### config.mk
export PLATFORM = sky130hd
export DESIGN_NAME = mem_read_ctrl
export DESIGN_NICKNAME = d
export VERILOG_FILES = /design/src/rtl/mem_pkg.sv /design/src/rtl/mem_byte_rom.sv /design/src/rtl/mem_read_ctrl.sv
export SDC_FILE = /design/constraint.sdc
export NUM_CORES = 1
export LEC_CHECK = 0
export ABC_AREA = 1
export BUFFER_PORTS_ARGS = -buffer_cell sky130_fd_sc_hd__buf_2
export CORE_MARGIN = 1
export CORE_UTILIZATION = 30
export DETAILED_ROUTE_END_ITERATION = 10
export PLACE_DENSITY = 0.59
export SETUP_SLACK_MARGIN = 0.3
export SYNTH_ARGS = -nofsm -noshare
export SYNTH_HDL_FRONTEND = slang
export SYNTH_HIERARCHICAL = 1
export SYNTH_SLANG_ARGS = --single-unit
### constraint.sdc
create_clock -name clk -period 2 [get_ports clk]
set_input_delay 0.5 -clock clk [delete_from_list [all_inputs] [get_ports clk]]
set_output_delay 0.5 -clock clk [all_outputs]
set_load 0.02 [all_outputs]
### src/rtl/mem_pkg.sv
// rtl/mem_pkg.sv - shared widths, FSM encoding and address helper for the line read controller
package mem_pkg;

  localparam int ADDR_W          = 13;
  localparam int DATA_W          = 32;
  localparam int BYTE_W          = 8;
  localparam int DEFAULT_LATENCY = 4;

  // Gray-style sequence: every legal transition changes exactly one bit.
  typedef enum logic [1:0] {
    IDLE = 2'b00,
    WAIT = 2'b01,
    READ = 2'b11,
    DONE = 2'b10
  } state_t;

  // Word-aligned base of the line holding byte address a.
  function automatic logic [ADDR_W-1:0] word_base(input logic [ADDR_W-1:0] a);
    return {a[ADDR_W-1:2], 2'b00};
  endfunction

endpackage

### src/rtl/mem_byte_rom.sv
// rtl/mem_byte_rom.sv - 8192x8 synchronous-read byte ROM
//
// Ports:
//   clk   in   system clock; dout updates on posedge
//   addr  in   [12:0] byte address
//   dout  out  [7:0] byte at addr, one cycle after addr is presented
//
// Contents: each location holds the low byte of its own address, so
// byte[a] = a[7:0].
module mem_byte_rom
  import mem_pkg::*;
(
  input  logic              clk,
  input  logic [ADDR_W-1:0] addr,
  output logic [BYTE_W-1:0] dout
);

  // Only the low byte of the address selects the stored pattern.
  logic unused_addr_hi;
  assign unused_addr_hi = ^addr[ADDR_W-1:BYTE_W];

  always_ff @(posedge clk) begin
    dout <= addr[BYTE_W-1:0];
  end

endmodule

### src/rtl/mem_read_ctrl.sv
// rtl/mem_read_ctrl.sv - reads a 4-byte line from the byte ROM after a fixed access wait
//
// Ports:
//   clk     in   system clock, all logic on posedge
//   reset   in   synchronous, active-high
//   rreq    in   line read request; sampled only in IDLE
//   raddr   in   [12:0] byte address, bits [1:0] ignored
//   rdata   out  [31:0] assembled line, byte base+n in bits [8n+7:8n]
//   rvalid  out  one-cycle pulse marking rdata valid
//   busy    out  high in every state except IDLE
//
// LATENCY (1..15) is the number of WAIT cycles before the first ROM access.
module mem_read_ctrl
  import mem_pkg::*;
#(
  parameter int LATENCY = DEFAULT_LATENCY
) (
  input  logic              clk,
  input  logic              reset,
  input  logic              rreq,
  input  logic [ADDR_W-1:0] raddr,
  output logic [DATA_W-1:0] rdata,
  output logic              rvalid,
  output logic              busy
);

  localparam logic [3:0] WAIT_LOAD = 4'(LATENCY - 1);
  localparam logic [2:0] LAST_BEAT = 3'd4;

  state_t            state, next_state;
  logic [ADDR_W-1:0] base;
  logic [3:0]        wait_cnt;
  logic [2:0]        beat;
  logic [1:0]        lane;
  logic [ADDR_W-1:0] rom_addr;
  logic [BYTE_W-1:0] rom_dout;

  // Beat 4 wraps rom_addr back to base; that read is never captured.
  assign rom_addr = base + ADDR_W'(beat[1:0]);

  // The ROM answers one beat late, so beat n carries the byte for lane n-1.
  assign lane = 2'(beat - 3'd1);

  mem_byte_rom u_rom (
    .clk  (clk),
    .addr (rom_addr),
    .dout (rom_dout)
  );

  always_ff @(posedge clk) begin
    if (reset) begin
      state <= IDLE;
    end else begin
      state <= next_state;
    end
  end

  always_comb begin
    next_state = state;
    rvalid     = 1'b0;
    busy       = 1'b1;
    unique case (state)
      IDLE: begin
        busy = 1'b0;
        if (rreq) next_state = WAIT;
      end
      WAIT: begin
        if (wait_cnt == 4'd0) next_state = READ;
      end
      READ: begin
        if (beat == LAST_BEAT) next_state = DONE;
      end
      DONE: begin
        rvalid     = 1'b1;
        next_state = IDLE;
      end
      default: next_state = IDLE;
    endcase
  end

  always_ff @(posedge clk) begin
    if (reset) begin
      base     <= '0;
      wait_cnt <= '0;
      beat     <= '0;
      rdata    <= '0;
    end else begin
      unique case (state)
        IDLE: begin
          if (rreq) begin
            base     <= word_base(raddr);
            wait_cnt <= WAIT_LOAD;
            beat     <= '0;
          end
        end
        WAIT: begin
          if (wait_cnt != 4'd0) begin
            wait_cnt <= wait_cnt - 4'd1;
          end else begin
            beat <= '0;
          end
        end
        READ: begin
          beat <= beat + 3'd1;
          if (beat != 3'd0) begin
            rdata[lane*BYTE_W +: BYTE_W] <= rom_dout;
          end
        end
        default: begin
          // DONE: rdata holds until the next line's first capture.
        end
      endcase
    end
  end

endmodule

== Yosys cells after proc, flatten, opt, wreduce, memory -nomap -nowiden ==
Index checks and enable logic that the tools add are counted.
Storage, ports and cells
  register bits after elaboration: 55
  bits of input ports: 16
  output and inout bits: 34
Cells by class
  add/subtract/negate cells: 5
  equal/unequal tests: 9
  shift-type cells: 2
  multiplexer cells: 13
  reductions and logical operators: 11
Operator list (count)
  $neg 5->34: 1
  $shift 8x34->32 const A: 1
  $shiftx 8x34->32: 1
  $bwmux 32: 1
  $ne 2x2->1 const B: 5
  $pmux 3 s3: 1
  $reduce_and 3->1: 3
  $add 8x2->8: 1
  $mux 4: 2
  $pmux 2 s4: 1
  $pmux 4 s2: 1
  $mux 2: 3
  $mux 3: 2
  $reduce_bool 3->1: 2
  $eq 2x2->1 const B: 2
  $logic_not 4->1: 1
  $reduce_and 2->1: 2
  $reduce_bool 4->1: 1
  $sub 4x1->4 const B: 1
  $add 3x1->3 const B: 1
  $eq 3x3->1 const B: 1
  $eq 2x1->1 const B: 1
  $logic_not 2->1: 1
  $mux 1: 2
  other kinds (2): 2

== Longest topological paths before layout ==
  depth in word-level cells: 4
  mapped depth: 10
  mapped depth without buffers: 9

== Hierarchy ==
Netlist, hierarchy kept.
By module, submodules not included
  mem_read_ctrl: instances 1, cells an instance 369, area an instance 2462.4 µm², seq. area each 1041.0 µm²
  mem_byte_rom: instances 1, cells an instance 8, area an instance 160.2 µm², seq. area each 160.2 µm²

== Worst setup path before layout ==
OpenSTA, ideal clock, no wires.
  kind: flip-flop to flip-flop
  from: reg beat[0]
  to: reg rdata[2]
  library setup time: 71 ps
  arrival time: 1614 ps
  required time: 1929 ps
  path slack: 315 ps
  stages on the path, launching flop included: 9
  period minus slack after synthesis: 1685 ps
  cells stage by stage: dfxtp_1 -> buf_2 -> inv_1 -> ha_1 -> buf_2 -> nand2_1 -> nor2_1 -> nand2_1 -> a21oi_1
On the way
  longest elaborated chain between the ends: 4
  elaborated cells on any way between the ends: 7
Ends and longest elaborated chain
  start, declared: line mem_read_ctrl.sv:33  | logic [2:0] beat;
  start signal, assigned: line mem_read_ctrl.sv:104  | beat <= beat + 3'd1;
  $sub 2x1->2: line mem_read_ctrl.sv:42  | assign lane = 2'(beat - 3'd1);
  $neg 5->34: line mem_read_ctrl.sv:106  | rdata[lane*BYTE_W +: BYTE_W] <= rom_dout;
  $shiftx 8x34->32 or $shift 8x34->32 (tied branches): line mem_read_ctrl.sv:106
  $bwmux 32: line mem_read_ctrl.sv:106
  end signal, assigned by index: line mem_read_ctrl.sv:106
  end, declared: line mem_read_ctrl.sv:22  | output logic [DATA_W-1:0] rdata,
Several ways; a longest one is shown, not always the timed one.
A chain may end at the register's enable or synchronous reset.

== Worst setup path in the final report ==
  from: reg beat[1]
  to: reg rdata[29]
Same word-level chain as after synthesis.

==> summary.txt <==
Synthesis
  – Syn_area_per_cell: 6.89 um2
  – Syn Std Cell Area: 2460 um2
  – Synthesis Warnings: 6
  – Post-synthesis instance total: 357
  – Syn_nets: 381

Power
  – Total power: 2.25 mW
  – Leak pwr: 1.40 nW
  – Max IR drop VDD: 0.362 mV
  – Pwr dens: 772 nW/um2

Finish
  – Layout cells sized above 1: 0.179
  – Nets: 426
  – Final core occ: 0.371
  – FILL cells: 892
  – Sequential Area: 1100 um2
  – Commonest non-fill, non-tap cell in the layout: nand2_1
  – Area growth, synth to finish: 18.3%
  – Multi-input gate area: 1120 um2
  – Most frequent cells in the layout: nand2_1 (102), nor2_1 (65), dfxtp_1 (52), inv_1 (49), buf_2 (42)
  – ANT cells: 0

Floorplanning
  – Num rows: 32
  – Die area: 8570 um2
  – Num ports: 50
  – Initial cell density of the core: 0.313
  – Die Wd: 92.6 um
  – Die Ht: 92.6 um
  – Core box area: 7850 um2

CTS
  – CTS tree: done
  – Skew-Pair Late Insertion Delay: 300 ps
  – H-tree levels: 2
  – Reg clk slew, reported paths: 90 ps
  – Clock Tree Root: clkbuf_8
  – Bufs on Longest Clock Path: 2
  – Sink Count: 55
  – Hold buffer count at CTS: 0
  – CTS buffer count: 5

Hold path
  – Worst min-delay path class: reg2reg

GRT
  – GRT Total Usage: 0.132
  – Total grt overflow: 0
  – First-pass GRT wire length: 8970 um
  – Largest net degree at the start of global routing: 26
  – Vias in the first global route: 2019
  – Initial antenna violation count: 0

Drt
  – 1st-iter DRT viols: 62
  – Detailed-route DRC error count: 0
  – Remaining antenna violation count after routing: 0
  – DRT Pass-1 Iters: 4
  – Drt total wl: 5200 um
  – Vias/cell: 4.26
  – DR WL/cell: 10.3 um
  – DR vias: 2146

Worst setup path
  – Worst path required time: 2240 ps
  – CP arrival: 1800 ps
  – FF-to-FF setup slack: 440 ps
  – Crit start category: flop
  – Critical path type: reg2reg
  – Crit path capture type: flop
  – CP max FO: 9

Placement
  – Detail Placement HPWL: 3960 um
  – I/O Buffers: 42
  – GPL Wtd Cong: 0.797

STA
  – Relative slew margins: 0.750
  – Slew Viols, Final: 0
  – Final TNS setup: 0 ps
  – Setup-failing EPs final: 0
  – Layout Skew: 7.27 ps
  – Worst-Margin Slew: 375 ps
  – Hold Fails Final Rpt: 0
  – Period Utilization, post-route: 0.781
  – Fmax: 640 MHz
  – RSZ-0062 raised after global routing: true
  – Crit path time final: 1560 ps

Outcome
  – Status: finished clean

Run
  – Max Cap Viol: 0
-- sequential cells by signal, summed over array words and instances (netlist names) --
name / flops
u_rom/dout: 8
beat: 3
rdata: 32
base: 6
state: 2
wait_cnt: 4
-- critical path, cell delays in order (launching register included) --
cell	delay, ps
dfxtp_2	350
inv_1	130
ha_1	240
nand4_2	300
nor2_4	270
nand2_1	80
a21oi_1	120
-- layer usage --
metal,vias up,track usage,share of wire,routed length [um]
met5,-,0,0,0
met4,0,0.0430,0.014,73
met3,5,0.0296,0.052,273
met2,42,0.222,0.44,2300
met1,926,0.167,0.49,2560
li1,1173,-,-,-
-- report_power, final --
part	switching (mW)	internal, mW
Sequential	0.0493	1.15
Combinational	0.221	0.113
Clock	0.343	0.368
-- path summary, 6_finish.rpt --
| path | from | endpoint | depth (start not counted) |
|---|---|---|---|
| max | beat[1] | rdata[29] | 6 |
| min | base[6] | u_rom/dout[6] | 0 |
| max reg2reg | beat[1] | rdata[29] | 6 |
| min reg2reg | base[6] | u_rom/dout[6] | 0 |
-- cell type report --
| cell class | instances | area share |
|---|---|---|
| multi-input combinational | 240 | 0.386 |
| sequential | 55 | 0.380 |
| timing repair buffer | 48 | 0.0877 |
| inverter | 52 | 0.0671 |
| tap | 102 | 0.0439 |
| clock buffer | 6 | 0.0249 |
| clock inverter | 1 | 0.0103 |
-- what timing repair did --
action | 4_1_cts | 5_1_grt
gates resized for setup | 0 | 4
endpoints found under the setup margin | 0 | 18
setup buffers | 0 | 0
-- stage by stage --
stage               instances  worst slack (ps)  hold WS, ps  area, um2
floorplan                 357               315          331       2460
global placement          497               441          343       2800
detailed placement        497               433          340       2800
CTS                       504               357          358       2900
global route              504               290          364       2910
finish                    504               437          358       2910
Power figures use the tool's default switching activity.
